$ cat src/rtl/harness_reset_pkg.sv
// Shared reset-sequencing types and default timing constants for the harness.
// The sequencer FSM states and counter sizing helpers live here.
package harness_reset_pkg;

    typedef enum logic [2:0] {
        PLL_RST,
        WAIT_LOCK,
        DEBOUNCE,
        HOLD,
        RUN
    } seq_state_t;

    localparam int DEF_SYNC_STAGES    = 2;
    localparam int DEF_PLL_RST_CYCLES = 16;
    localparam int DEF_LOCK_CYCLES    = 1024;
    localparam int DEF_HOLD_CYCLES    = 64;
    localparam int DEF_TIMEOUT_CYCLES = 1048576;

    function automatic int max_of4(input int a, input int b, input int c, input int d);
        int m;
        m = a;
        if (b > m) m = b;
        if (c > m) m = c;
        if (d > m) m = d;
        return m;
    endfunction

    // A count of N cycles needs to reach N-1, so $clog2(N) bits suffice.
    function automatic int cnt_width(input int max_count);
        return (max_count > 1) ? $clog2(max_count) : 1;
    endfunction

endpackage

$ cat src/rtl/pll_reset_sequencer_if.sv
// Signals between the PLL/core side of the harness and the reset sequencer.
// master = harness side (provides lock), slave = sequencer.
interface pll_reset_sequencer_if;

    logic       pll_locked;
    logic       pll_rst;
    logic       core_reset;
    logic       running;
    logic [7:0] restart_count;

    modport master (
        output pll_locked,
        input  pll_rst,
        input  core_reset,
        input  running,
        input  restart_count
    );

    modport slave (
        input  pll_locked,
        output pll_rst,
        output core_reset,
        output running,
        output restart_count
    );

endinterface

$ cat src/rtl/sync_bit.sv
// Generic N-stage single-bit synchronizer with asynchronous reset.
// STAGES must be at least 2.
module sync_bit #(
    parameter int   STAGES      = 2,
    parameter logic RESET_VALUE = 1'b0
) (
    input  logic clk,
    input  logic rst,
    input  logic i_d,
    output logic o_q
);

    logic [STAGES-1:0] r_sync;

    always_ff @(posedge clk or posedge rst) begin
        if (rst) begin
            r_sync <= {STAGES{RESET_VALUE}};
        end else begin
            r_sync <= {r_sync[STAGES-2:0], i_d};
        end
    end

    assign o_q = r_sync[STAGES-1];

endmodule

$ cat src/rtl/pll_reset_sequencer.sv
// Sequences the PLL reset, qualifies pll_locked (sync + debounce) and holds the
// core in reset until lock has been stable for a while; restarts the PLL on timeout.
module pll_reset_sequencer
    import harness_reset_pkg::*;
#(
    parameter int SYNC_STAGES    = DEF_SYNC_STAGES,
    parameter int PLL_RST_CYCLES = DEF_PLL_RST_CYCLES,
    parameter int LOCK_CYCLES    = DEF_LOCK_CYCLES,
    parameter int HOLD_CYCLES    = DEF_HOLD_CYCLES,
    parameter int TIMEOUT_CYCLES = DEF_TIMEOUT_CYCLES
) (
    input  logic                  sys_clock,
    input  logic                  reset,
    pll_reset_sequencer_if.slave  bus
);

    localparam int MAX_COUNT = max_of4(PLL_RST_CYCLES, LOCK_CYCLES, HOLD_CYCLES, TIMEOUT_CYCLES);
    localparam int CW        = cnt_width(MAX_COUNT);

    localparam logic [CW-1:0] PLL_RST_LAST = CW'(PLL_RST_CYCLES - 1);
    localparam logic [CW-1:0] LOCK_LAST    = CW'(LOCK_CYCLES - 1);
    localparam logic [CW-1:0] HOLD_LAST    = CW'(HOLD_CYCLES - 1);
    localparam logic [CW-1:0] TIMEOUT_LAST = CW'(TIMEOUT_CYCLES - 1);

    logic        w_lock_s;
    seq_state_t  r_state;
    seq_state_t  w_state_next;
    logic [CW-1:0] r_count;
    logic        w_timeout;
    logic        w_pll_rst_next;
    logic        w_core_reset_next;
    logic        w_running_next;
    logic        r_pll_rst;
    logic        r_core_reset;
    logic        r_running;
    logic [7:0]  r_restart_count;

    sync_bit #(
        .STAGES      (SYNC_STAGES),
        .RESET_VALUE (1'b0)
    ) u_lock_sync (
        .clk (sys_clock),
        .rst (reset),
        .i_d (bus.pll_locked),
        .o_q (w_lock_s)
    );

    // Lock drops win over terminal counts; a present lock wins over timeout.
    always_comb begin
        w_state_next = r_state;
        w_timeout    = 1'b0;
        case (r_state)
            PLL_RST: begin
                if (r_count == PLL_RST_LAST) w_state_next = WAIT_LOCK;
            end
            WAIT_LOCK: begin
                if (w_lock_s) begin
                    w_state_next = DEBOUNCE;
                end else if (r_count == TIMEOUT_LAST) begin
                    w_state_next = PLL_RST;
                    w_timeout    = 1'b1;
                end
            end
            DEBOUNCE: begin
                if (!w_lock_s) w_state_next = WAIT_LOCK;
                else if (r_count == LOCK_LAST) w_state_next = HOLD;
            end
            HOLD: begin
                if (!w_lock_s) w_state_next = WAIT_LOCK;
                else if (r_count == HOLD_LAST) w_state_next = RUN;
            end
            RUN: begin
                if (!w_lock_s) w_state_next = WAIT_LOCK;
            end
            default: begin
                w_state_next = PLL_RST;
            end
        endcase
    end

    // Outputs are decoded from the next state so they change on the same edge as the state.
    always_comb begin
        w_pll_rst_next    = (w_state_next == PLL_RST);
        w_core_reset_next = (w_state_next != RUN);
        w_running_next    = (w_state_next == RUN);
    end

    always_ff @(posedge sys_clock or posedge reset) begin
        if (reset) begin
            r_state <= PLL_RST;
            r_count <= '0;
        end else begin
            r_state <= w_state_next;
            if (w_state_next != r_state) begin
                r_count <= '0;
            end else begin
                r_count <= r_count + 1'b1;
            end
        end
    end

    always_ff @(posedge sys_clock or posedge reset) begin
        if (reset) begin
            r_pll_rst       <= 1'b1;
            r_core_reset    <= 1'b1;
            r_running       <= 1'b0;
            r_restart_count <= 8'd0;
        end else begin
            r_pll_rst    <= w_pll_rst_next;
            r_core_reset <= w_core_reset_next;
            r_running    <= w_running_next;
            if (w_timeout && (r_restart_count != 8'hFF)) begin
                r_restart_count <= r_restart_count + 8'd1;
            end
        end
    end

    assign bus.pll_rst       = r_pll_rst;
    assign bus.core_reset    = r_core_reset;
    assign bus.running       = r_running;
    assign bus.restart_count = r_restart_count;

endmodule

$ cat src/flat_wrapper.sv
// flat-port wrapper written by rule: the top's interface ports become plain ports
module pll_reset_sequencer_flat import harness_reset_pkg::*;
#(
    parameter int SYNC_STAGES    = DEF_SYNC_STAGES,
    parameter int PLL_RST_CYCLES = DEF_PLL_RST_CYCLES,
    parameter int LOCK_CYCLES    = DEF_LOCK_CYCLES,
    parameter int HOLD_CYCLES    = DEF_HOLD_CYCLES,
    parameter int TIMEOUT_CYCLES = DEF_TIMEOUT_CYCLES
)
  (sys_clock, reset, bus_pll_locked, bus_pll_rst, bus_core_reset, bus_running, bus_restart_count);
  pll_reset_sequencer_if bus_i ();
  input  logic sys_clock;
  input  logic reset;
  input wire logic [$bits(bus_i.pll_locked)-1:0] bus_pll_locked;
  output wire logic [$bits(bus_i.pll_rst)-1:0] bus_pll_rst;
  output wire logic [$bits(bus_i.core_reset)-1:0] bus_core_reset;
  output wire logic [$bits(bus_i.running)-1:0] bus_running;
  output wire logic [$bits(bus_i.restart_count)-1:0] bus_restart_count;
  assign bus_i.pll_locked = bus_pll_locked;
  assign bus_pll_rst = bus_i.pll_rst;
  assign bus_core_reset = bus_i.core_reset;
  assign bus_running = bus_i.running;
  assign bus_restart_count = bus_i.restart_count;
  pll_reset_sequencer #(.SYNC_STAGES(SYNC_STAGES), .PLL_RST_CYCLES(PLL_RST_CYCLES), .LOCK_CYCLES(LOCK_CYCLES), .HOLD_CYCLES(HOLD_CYCLES), .TIMEOUT_CYCLES(TIMEOUT_CYCLES)) u_core (.sys_clock(sys_clock), .reset(reset), .bus(bus_i));
endmodule
$ cat config.mk
export PLATFORM = sky130hd
export DESIGN_NAME = pll_reset_sequencer_flat
export DESIGN_NICKNAME = d
export VERILOG_FILES = /design/src/rtl/harness_reset_pkg.sv /design/src/rtl/pll_reset_sequencer_if.sv /design/src/rtl/sync_bit.sv /design/src/rtl/pll_reset_sequencer.sv /design/src/flat_wrapper.sv
export SDC_FILE = /design/constraint.sdc
export NUM_CORES = 1
export LEC_CHECK = 0
export ABC_AREA = 0
export CORE_ASPECT_RATIO = 0.5
export CORE_UTILIZATION = 45
export CTS_CLUSTER_DIAMETER = 200
export DETAILED_ROUTE_END_ITERATION = 10
export PLACE_DENSITY = 0.67
export SYNTH_ARGS = -nofsm -noshare
export SYNTH_HDL_FRONTEND = slang
export SYNTH_SLANG_ARGS = --single-unit
$ cat constraint.sdc
create_clock -name sys_clock -period 1.9 [get_ports sys_clock]
set_input_delay 0.475 -clock sys_clock [delete_from_list [all_inputs] [get_ports sys_clock]]
set_output_delay 0.475 -clock sys_clock [all_outputs]
set_load 0.02 [all_outputs]
==> metrics.txt <==
Placer Congestion=0.808; Max Slew Vio Count=0; Die Height=46.1 um; top cells by area, synth=dfrtp_1 49%, xnor2_1 8.5%, nor3_1 6.3%; sw frac=0.298; Post-DP HPWL=2510 um; largest family of logic cells by synthesized area=simple AND/OR/NAND/NOR gates; post-synthesis cell area=1750 um2; Worst Skew=0.00702 ns; total CTS buffers=5; f_max=0.536 GHz; CP Capture Type=output pin; Post-Synth Simple-Gate Area=0.265; Core Area=3570 um2; post-layout min period=1.87 ns; hold-fix buffers at CTS=0; distinct cell type count after synthesis=33; Ports=14; number of diodes=0; count leader, synth=dfrtp_1; crit path launch type=flip-flop; first-pass GRT wire length=5840 um; CTS Root Cell=clkbuf_8; Longest Clk Path Bufs=2; port bufs=13; Buffers & Inverters on Critical Path=1; critical path's top delay family=buffers and inverters; worst slack, placed=0.00864 ns; share of the synthesized area in the top cell type=0.487; Clock power frac=0.314; router iterations before antenna repair=4; Mean Syn Cell Area=10.5 um2; compound-cell area share of the yosys netlist=0.0387; PwrDens=947 nW/um2; TritonCTS clock tree=built; via/cell ratio=5.28; net load switching power=0.641 mW; Layout area overhead=30.1%; RSZ-0062 raised after global routing=no; worst skew pair latency=0.29 ns; final period utilization=0.982; ANT nets after route=0; DRC Markers=0; Slew HR=0.756; post-synthesis adder-cell area fraction=0.0143; antenna violations before repair=0; clock-pin slew of the registers on the worst-case setup and hold paths=0.07 ns; cell taking the most area after synthesis=dfrtp_1; wire length per cell=14.2 um; mux contribution to synthesized area=0.00645; vias in the first global route=1230; EDFF count, synth=0; slowest CP cell=clkdlybuf4s50_1; Die W=90.1 um; CP max stage delay=0.59 ns; Total GRT Usage=0.190; setup ws final=0.0345 ns; number of max-cap violations=0; clock sink count=36; syn nets=172; Crit path arrival time=1.39 ns; yosys warns=0; share of flip-flops with an asynchronous set or reset=1.00; status=finished, final reports clean; Gate power share=0.267; Finish-stage setup viols=0; largest net degree at the start of global routing=23; Setup TNS=0 ns; worst hold path class=flip-flop to flip-flop; leak pwr=1.00 nW; NumNets Final=212; overall routed net length=3680 um; Initial Util=0.490; Post-synth top flop=dfrtp_1; Slew @ Worst Pin=0.362 ns; proportion of layout cells with a drive suffix above 1=0.245; Flop pwr share=0.418; Synth Register Bits=36; critical path start-end classification=flip-flop to output pin; # rows=15; routed vias=1368; 1st-iter DRT viols=56; worst-path fanout max=1; Max H-tree Level=2; remaining global-route overflow=0; xor and xnor area share after synthesis=0.130; Int Power=1.51 mW; crit path cell chain=clkdlybuf4s50_1; CP required=1.42 ns; peak supply drop=0.729 mV; Seq/Total Area, Yosys=0.517; DIE AREA=4150 um2; Commonest cells post-synth=34 x dfrtp_1, 22 x nor3_1, 17 x xnor2_1; synthesized instance count=167; endpoints failing hold=0
## cell type report
| class | count | area [um2] |
|---|---|---|
| clock buffer | 5 | 68.8 |
| multi-input combinational | 122 | 836 |
| tap | 51 | 63.8 |
| sequential | 36 | 906 |
| fill | 285 | 1290 |
| clock inverter | 3 | 42.5 |
| inverter | 3 | 11.3 |
| timing repair buffer | 39 | 344 |
## logic make-up after synthesis
logic type,Yosys count
AND/OR/NAND/NOR,82
adder cells (fa/ha/maj),2
buffers and inverters,9
XOR/XNOR,26
AO/OA/AOI/OAI,11
multiplexers,1
flip-flops,36
## what timing repair did
action,CTS,global route
hold endpoints to repair,0,0
setup buffers,0,2
pin swaps,0,4
resized for setup,1,17
endpoints found under the setup margin,2,29
cloned,0,1
## through the flow
stage          area, um2  hold slack, ns   util  power [mW]  cells
2_1_floorplan       1750           0.331      -        1.24    167
3_3_place_gp        2090           0.334  0.586        1.42    248
3_5_place_dp        2090           0.342  0.586        1.43    248
4_1_cts             2200           0.358  0.618        2.11    256
5_1_grt             2270           0.381  0.637        2.25    259
6_report            2270           0.355  0.637        2.15    259
## cell usage in the layout (no fill, tap or decap), drive strengths merged
cell type      instances
a2111oi                1
nor2b                  1
nand4                  8
dlymetal6s2s           1
clkinvlp               1
o21bai                 1
and4                   1
mux2                   1
a21oi                  3
buf                   26
ha                     2
o21ai                  3
clkdlybuf4s50         12
o21a                   2
or4b                   1
nor2                  10
dfstp                  2
bufinv                 1
a31oi                  1
nor3b                  2
and3                   5
xnor2                 17
clkbuf                 5
nand3                  5
nor4b                  2
or4                    1
nor4                   6
nand2                 14
nor3                  23
or3                    2
inv                    3
xor2                   9
dfrtp                 34
clkinv                 1
and4b                  1
## power groups by stage
stage               registers (mW)  clock network (mW)  logic, mW
floorplan                    0.929                   0      0.308
global placement             0.910                   0      0.511
detailed placement           0.912                   0      0.520
CTS                          0.896               0.687      0.523
global route                 0.911               0.716      0.625
finish                       0.900               0.677      0.575
## path summary, 6_finish.rpt
kind	startpoint	to	slack, ns	depth (start not counted)
max reg2reg	u_core.r_state[1]	u_core.bus.restart_count[1]	0.08	4
min reg2reg	u_core.u_lock_sync.r_sync[0]	u_core.u_lock_sync.r_sync[1]	0.35	0
min	u_core.u_lock_sync.r_sync[0]	u_core.u_lock_sync.r_sync[1]	0.35	0
min in group asynchronous	reset	u_core.bus.restart_count[7]	0.52	3
max in group asynchronous	reset	u_core.bus.core_reset	1.06	3
max	u_core.bus.core_reset	bus_core_reset	0.03	1
## worst register-to-register path, cell delays in order (launching register included)
cell,delay [ns]
dfrtp_2,0.45
or4b_4,0.55
a31oi_1,0.15
and3_4,0.23
mux2_2,0.34
## state kept, by name, indices dropped and copies added (netlist names)
register                   cells
u_core.bus.restart_count       8
u_core.bus.pll_rst             1
u_core.u_lock_sync.r_sync      2
u_core.bus.running             1
u_core.bus.core_reset          1
u_core.r_state                 3
u_core.r_count                20
## per-layer routing
metal / track usage / vias up / share of wire
li1: - / 675 / -
met1: 0.250 / 663 / 0.51
met2: 0.302 / 23 / 0.44
met3: 0.0545 / 7 / 0.035
met4: 0.0871 / 0 / 0.013
met5: 0 / - / 0
Power figures use the tool's default switching activity.
